==> src/rtl/accum_arbiter.sv <==
// Round-robin arbiter granting four requesters exclusive bursts into one shared accumulator.
// Define ACCUM_ARBITER_SATURATE_EN for clamping addition; the default build wraps modulo 2^WIDTH.
module accum_arbiter #(
  parameter int WIDTH = 32
) (
  input  logic             clk,
  input  logic             reset,
  input  logic [3:0]       req,
  input  logic [15:0]      len,
  output logic [3:0]       gnt,
  input  logic             in_valid,
  input  logic [WIDTH-1:0] in_data,
  output logic             in_ready,
  output logic             res_valid,
  input  logic             res_ready,
  output logic [WIDTH-1:0] res_data,
  output logic [1:0]       res_id,
  output logic [1:0]       state_o
);

  localparam int NREQ = 4;

  typedef enum logic [1:0] {
    IDLE  = 2'd0,
    ACCUM = 2'd1,
    DONE  = 2'd2
  } state_e;

  // Handshakes: a beat moves on a rising edge where in_valid && in_ready; a result
  // moves where res_valid && res_ready. Valid stays high with stable payload until taken.

  state_e           state_q;
  logic [3:0]       gnt_q;
  logic             in_ready_q;
  logic             res_valid_q;
  logic [WIDTH-1:0] res_data_q;
  logic [1:0]       res_id_q;
  logic [WIDTH-1:0] sum_q;
  logic [WIDTH-1:0] sum_d;
  logic [3:0]       count_q;
  logic [3:0]       limit_q;
  logic [1:0]       last_id_q;

  logic             win_found;
  logic [1:0]       win_id;
  logic [1:0]       cand;
  logic [WIDTH:0]   add_full;

  // Search starts one past the last served requester so every requester gets a turn.
  always_comb begin
    win_found = 1'b0;
    win_id    = 2'd0;
    cand      = 2'd0;
    for (int k = 1; k <= NREQ; k++) begin
      cand = last_id_q + 2'(k);
      if (!win_found && req[cand]) begin
        win_found = 1'b1;
        win_id    = cand;
      end
    end
  end

  assign add_full = {1'b0, sum_q} + {1'b0, in_data};

`ifdef ACCUM_ARBITER_SATURATE_EN
  assign sum_d = add_full[WIDTH] ? {WIDTH{1'b1}} : add_full[WIDTH-1:0];
`else
  assign sum_d = add_full[WIDTH-1:0];
`endif

  always_ff @(posedge clk) begin
    if (reset) begin
      state_q     <= IDLE;
      gnt_q       <= 4'd0;
      in_ready_q  <= 1'b0;
      res_valid_q <= 1'b0;
      res_data_q  <= '0;
      res_id_q    <= 2'd0;
      sum_q       <= '0;
      count_q     <= 4'd0;
      limit_q     <= 4'd0;
      last_id_q   <= 2'd3;
    end else begin
      case (state_q)
        IDLE: begin
          if (win_found) begin
            state_q    <= ACCUM;
            gnt_q      <= 4'b0001 << win_id;
            in_ready_q <= 1'b1;
            res_id_q   <= win_id;
            limit_q    <= len[4*win_id +: 4];
            sum_q      <= '0;
            count_q    <= 4'd0;
          end
        end
        ACCUM: begin
          if (in_valid && in_ready_q) begin
            sum_q <= sum_d;
            if (count_q == limit_q) begin
              state_q     <= DONE;
              gnt_q       <= 4'd0;
              in_ready_q  <= 1'b0;
              res_valid_q <= 1'b1;
              res_data_q  <= sum_d;
            end else begin
              count_q <= count_q + 4'd1;
            end
          end
        end
        DONE: begin
          if (res_ready) begin
            state_q     <= IDLE;
            res_valid_q <= 1'b0;
            last_id_q   <= res_id_q;
          end
        end
        default: begin
          state_q    <= IDLE;
          gnt_q      <= 4'd0;
          in_ready_q <= 1'b0;
        end
      endcase
    end
  end

  assign gnt       = gnt_q;
  assign in_ready  = in_ready_q;
  assign res_valid = res_valid_q;
  assign res_data  = res_data_q;
  assign res_id    = res_id_q;
  assign state_o   = state_q;

endmodule
==> config.mk <==
export PLATFORM = sky130hd
export DESIGN_NAME = accum_arbiter
export DESIGN_NICKNAME = d
export VERILOG_FILES = /design/src/rtl/accum_arbiter.sv
export SDC_FILE = /design/constraint.sdc
export NUM_CORES = 1
export LEC_CHECK = 0
export CORE_MARGIN = 4
export CORE_UTILIZATION = 50
export CTS_BUF_LIST = sky130_fd_sc_hd__clkbuf_8
export CTS_CLUSTER_DIAMETER = 60
export CTS_CLUSTER_SIZE = 16
export DETAILED_ROUTE_END_ITERATION = 16
export PLACE_DENSITY = 0.86
export SLEW_MARGIN = 20
export SYNTH_ARGS = -nofsm -noshare
export SYNTH_HDL_FRONTEND = slang
export SYNTH_SLANG_ARGS = --single-unit
==> constraint.sdc <==
create_clock -name clk -period 7.1 [get_ports clk]
set_clock_uncertainty 0.15 [all_clocks]
set_input_delay 1.42 -clock clk [delete_from_list [all_inputs] [get_ports clk]]
set_output_delay 1.42 -clock clk [all_outputs]
set_load 0.01 [all_outputs]
==> summary.md <==
| Metric | Value |
|---|---|
| Max-slew headroom | 0.320 |
| Clk buf depth | 2 |
| Critical path class | input pin to flip-flop |
| Total global routing overflow | 0 |
| DR WL/cell | 16.2 µm |
| Util after Layout | 0.637 |
| Total CTS buffers | 9 |
| Cell count after synthesis | 601 |
| Initial antenna violation count | 0 |
| Synthesized cell area | 0.00496 mm² |
| Share of cells above drive strength 1 | 0.0630 |
| Root Driver | clkbuf_8 |
| TritonRoute pass-1 iters | 5 |
| EDFF count, synth | 0 |
| IO Pins | 98 |
| DIE AREA | 0.0116 mm² |
| CP Launch Type | input pin |
| DP HPWL | 9690 µm |
| Worst path arrival time | 4.22 ns |
| Register bit total from synthesis | 84 |
| Clock latency on the worst-skew pair | 0.37 ns |
| First-pass GRT wire length | 21,900 µm |
| Largest cells by area after synthesis | dfxtp_1 34%, ha_1 8.1%, a21oi_1 7.4% |
| Fillers | 833 |
| Tcrit/Tclk final | 0.578 |
| PnR worst setup slack | 2.99 ns |
| Die height | 108 µm |
| Core Footprint | 0.00973 mm² |
| DRT antenna net count | 0 |
| Async set-reset flop share out of synthesis | 0 |
| Clock sinks | 84 |
| Setup TNS | 0 ns |
| DIE WIDTH | 108 µm |
| DR DRC count | 0 |
| Reg2reg path depth | 6 |
| PortBufs | 97 |
| Yosys warning total | 0 |
| Total power draw | 1.12 mW |
| Post-synthesis sequential area ratio | 0.339 |
| Setup Slack @ Placement | 2.64 ns |
| Post_cts resized | 0 |
| Final min period | 4.11 ns |
| Worst Path Required | 7.21 ns |
| LEAKAGE | 2.46 nW |
| Area delta synth->final | 24.9% |
| PwrDens | 181 mW/mm² |
| Critical Path End Type | flip-flop |
| Routed wire length | 13,200 µm |
| Hold bufs inserted after CTS | 0 |
| Initial Utilization | 0.510 |
| Reg clk slew, reported paths | 0.09 ns |
| Run status | finished clean |
| # H-tree levels | 3 |
| Vias/cell | 5.80 |
| Yosys top cell by area | dfxtp_1 |
| RePlAce Congestion | 0.911 |
| DRT iter0 DRCs | 284 |
| Unrepaired setup endpoints after global routing | no |
| HP Class | flip-flop to flip-flop |
| Final nets | 766 |
| Post-synth cell types | 61 |
| Total GRT Usage | 0.231 |
| Slew @ Worst Pin | 1.02 ns |
| Worst vdd ir | 0.114 mV |
| Final hold violations | 0 |
| CTS tree | yes |
| Setup bufs post-CTS | 0 |
| Share of the synthesized area in the top cell type | 0.339 |
| Syn Area/Cell | 8.25 µm² |
| Largest net degree at the start of global routing | 47 |
| Dominant synthesized flop cell | dfxtp_1 |
| Worst Path Max Fanout | 3 |
| Hold Crit Depth | 2 |
| Final Max Tran Viols | 0 |
| Syn nets | 690 |
| Max Cap Violations | 0 |
| Fmax | 244 MHz |
| Setup-failing EPs final | 0 |
| Vias in the first global route | 4,730 |
| Row count | 36 |
| ANT cells | 0 |
| Via count | 4,726 |
==> synthesized netlist by cell type, types with 4 or more instances <==
| library cell | count |
|---|---|
| ha_1 | 32 |
| o211ai_1 | 9 |
| a22o_1 | 20 |
| nor2_1 | 36 |
| or4_1 | 4 |
| inv_1 | 10 |
| o21bai_1 | 7 |
| a21o_1 | 19 |
| xnor2_1 | 23 |
| mux2_2 | 4 |
| dfxtp_1 | 84 |
| a21oi_1 | 73 |
| nand4_1 | 11 |
| nand3_1 | 12 |
| clkbuf_1 | 30 |
| nand2b_1 | 5 |
| a31oi_1 | 6 |
| nor4_1 | 4 |
| and2_1 | 4 |
| a22oi_1 | 9 |
| nand2_1 | 85 |
| xor2_1 | 14 |
| a211o_1 | 4 |
| mux2i_1 | 5 |
| buf_1 | 4 |
| nand3b_1 | 6 |
| nor3_1 | 14 |
| nor3b_1 | 4 |
| o21ai_0 | 17 |
==> layer usage <==
metal | up-vias | part of all wire | GRT usage
met1 | 2231 | 0.44 | 0.296
met2 | 144 | 0.49 | 0.398
met3 | 15 | 0.053 | 0.0426
met4 | 0 | 0.012 | 0.0604
met5 | - | 0 | 0
li1 | 2336 | - | -
==> layout make-up <==
class                           instances  area [µm²]  area share
Multi-Input combinational cell        469        3100       0.499
Sequential cell                        84        1680       0.271
Timing Repair Buffer                  103        1010       0.163
Tap cell                              133         166      0.0269
Clock buffer                            9         124      0.0200
Clock inverter                          7        81.3      0.0131
Inverter                               10        37.5     0.00606
==> stage by stage <==
stage	hold slack [ns]	area [µm²]	std cells
finish	0.308	6200	815
detailed placement	0.298	5990	799
global route	0.336	6200	815
floorplan	0.296	4960	601
global placement	0.294	5990	799
CTS	0.311	6200	815
==> placed cells by master, fill, tap and decap left out, types with 9 or more instances in the layout <==
cell type | synthesis | layout
a21o_1 | 19 | 19
a21oi_1 | 73 | 73
a22o_1 | 20 | 20
a22oi_1 | 9 | 9
clkbuf_8 | 0 | 9
clkdlybuf4s50_1 | 0 | 96
dfxtp_1 | 84 | 84
ha_1 | 32 | 32
inv_1 | 10 | 10
nand2_1 | 85 | 85
nand3_1 | 12 | 12
nand4_1 | 11 | 11
nor2_1 | 36 | 35
nor3_1 | 14 | 13
o211ai_1 | 9 | 9
o21ai_0 | 17 | 17
xnor2_1 | 23 | 23
xor2_1 | 14 | 14
==> power by group <==
part           switching [mW]  total (mW)  leakage (nW)  internal [mW]
Combinational           0.140       0.251          1.68          0.111
Clock                   0.195       0.363        0.0944          0.167
Sequential             0.0151       0.506         0.680          0.491
==> cell families (layout without fill, tap and decap cells) <==
group	Yosys count	count (layout)	synth area share
muxes	9	9	0.0192
xor gates and xnor gates	37	37	0.0653
adders and majority gates	33	33	0.0847
AOI/OAI and AO/OA	193	193	0.264
and+or+nand+nor	197	197	0.190
buffers and inverters	48	129	0.0386
DFF	84	84	0.339
==> state kept, by name, indices dropped and copies added (netlist names) <==
signal and cells:
count_q 4, res_valid 1, res_data 32, last_id_q 2
in_ready 1, limit_q 4, res_id 2, state_o 2
gnt 4, sum_q 32
==> final timing paths <==
kind / startpoint / endpoint / slack [ns]
max: in_data[0] / sum_q[28] / 2.99
min: res_data[19] / res_data[19] / 0.31
max reg2reg: state_o[0] / res_data[17] / 4.00
min reg2reg: res_data[19] / res_data[19] / 0.31
==> critical path, cell delays in order <==
cell and delay [ns]:
clkdlybuf4s50_1 0.41, ha_1 0.25, fa_1 0.44, a21oi_1 0.26, o21a_1 0.16, o21ai_2 0.09
a211oi_4 0.32, o21bai_2 0.13, a221o_1 0.39, xor2_1 0.16, a22o_1 0.19
(Power assumes the default switching activity.)
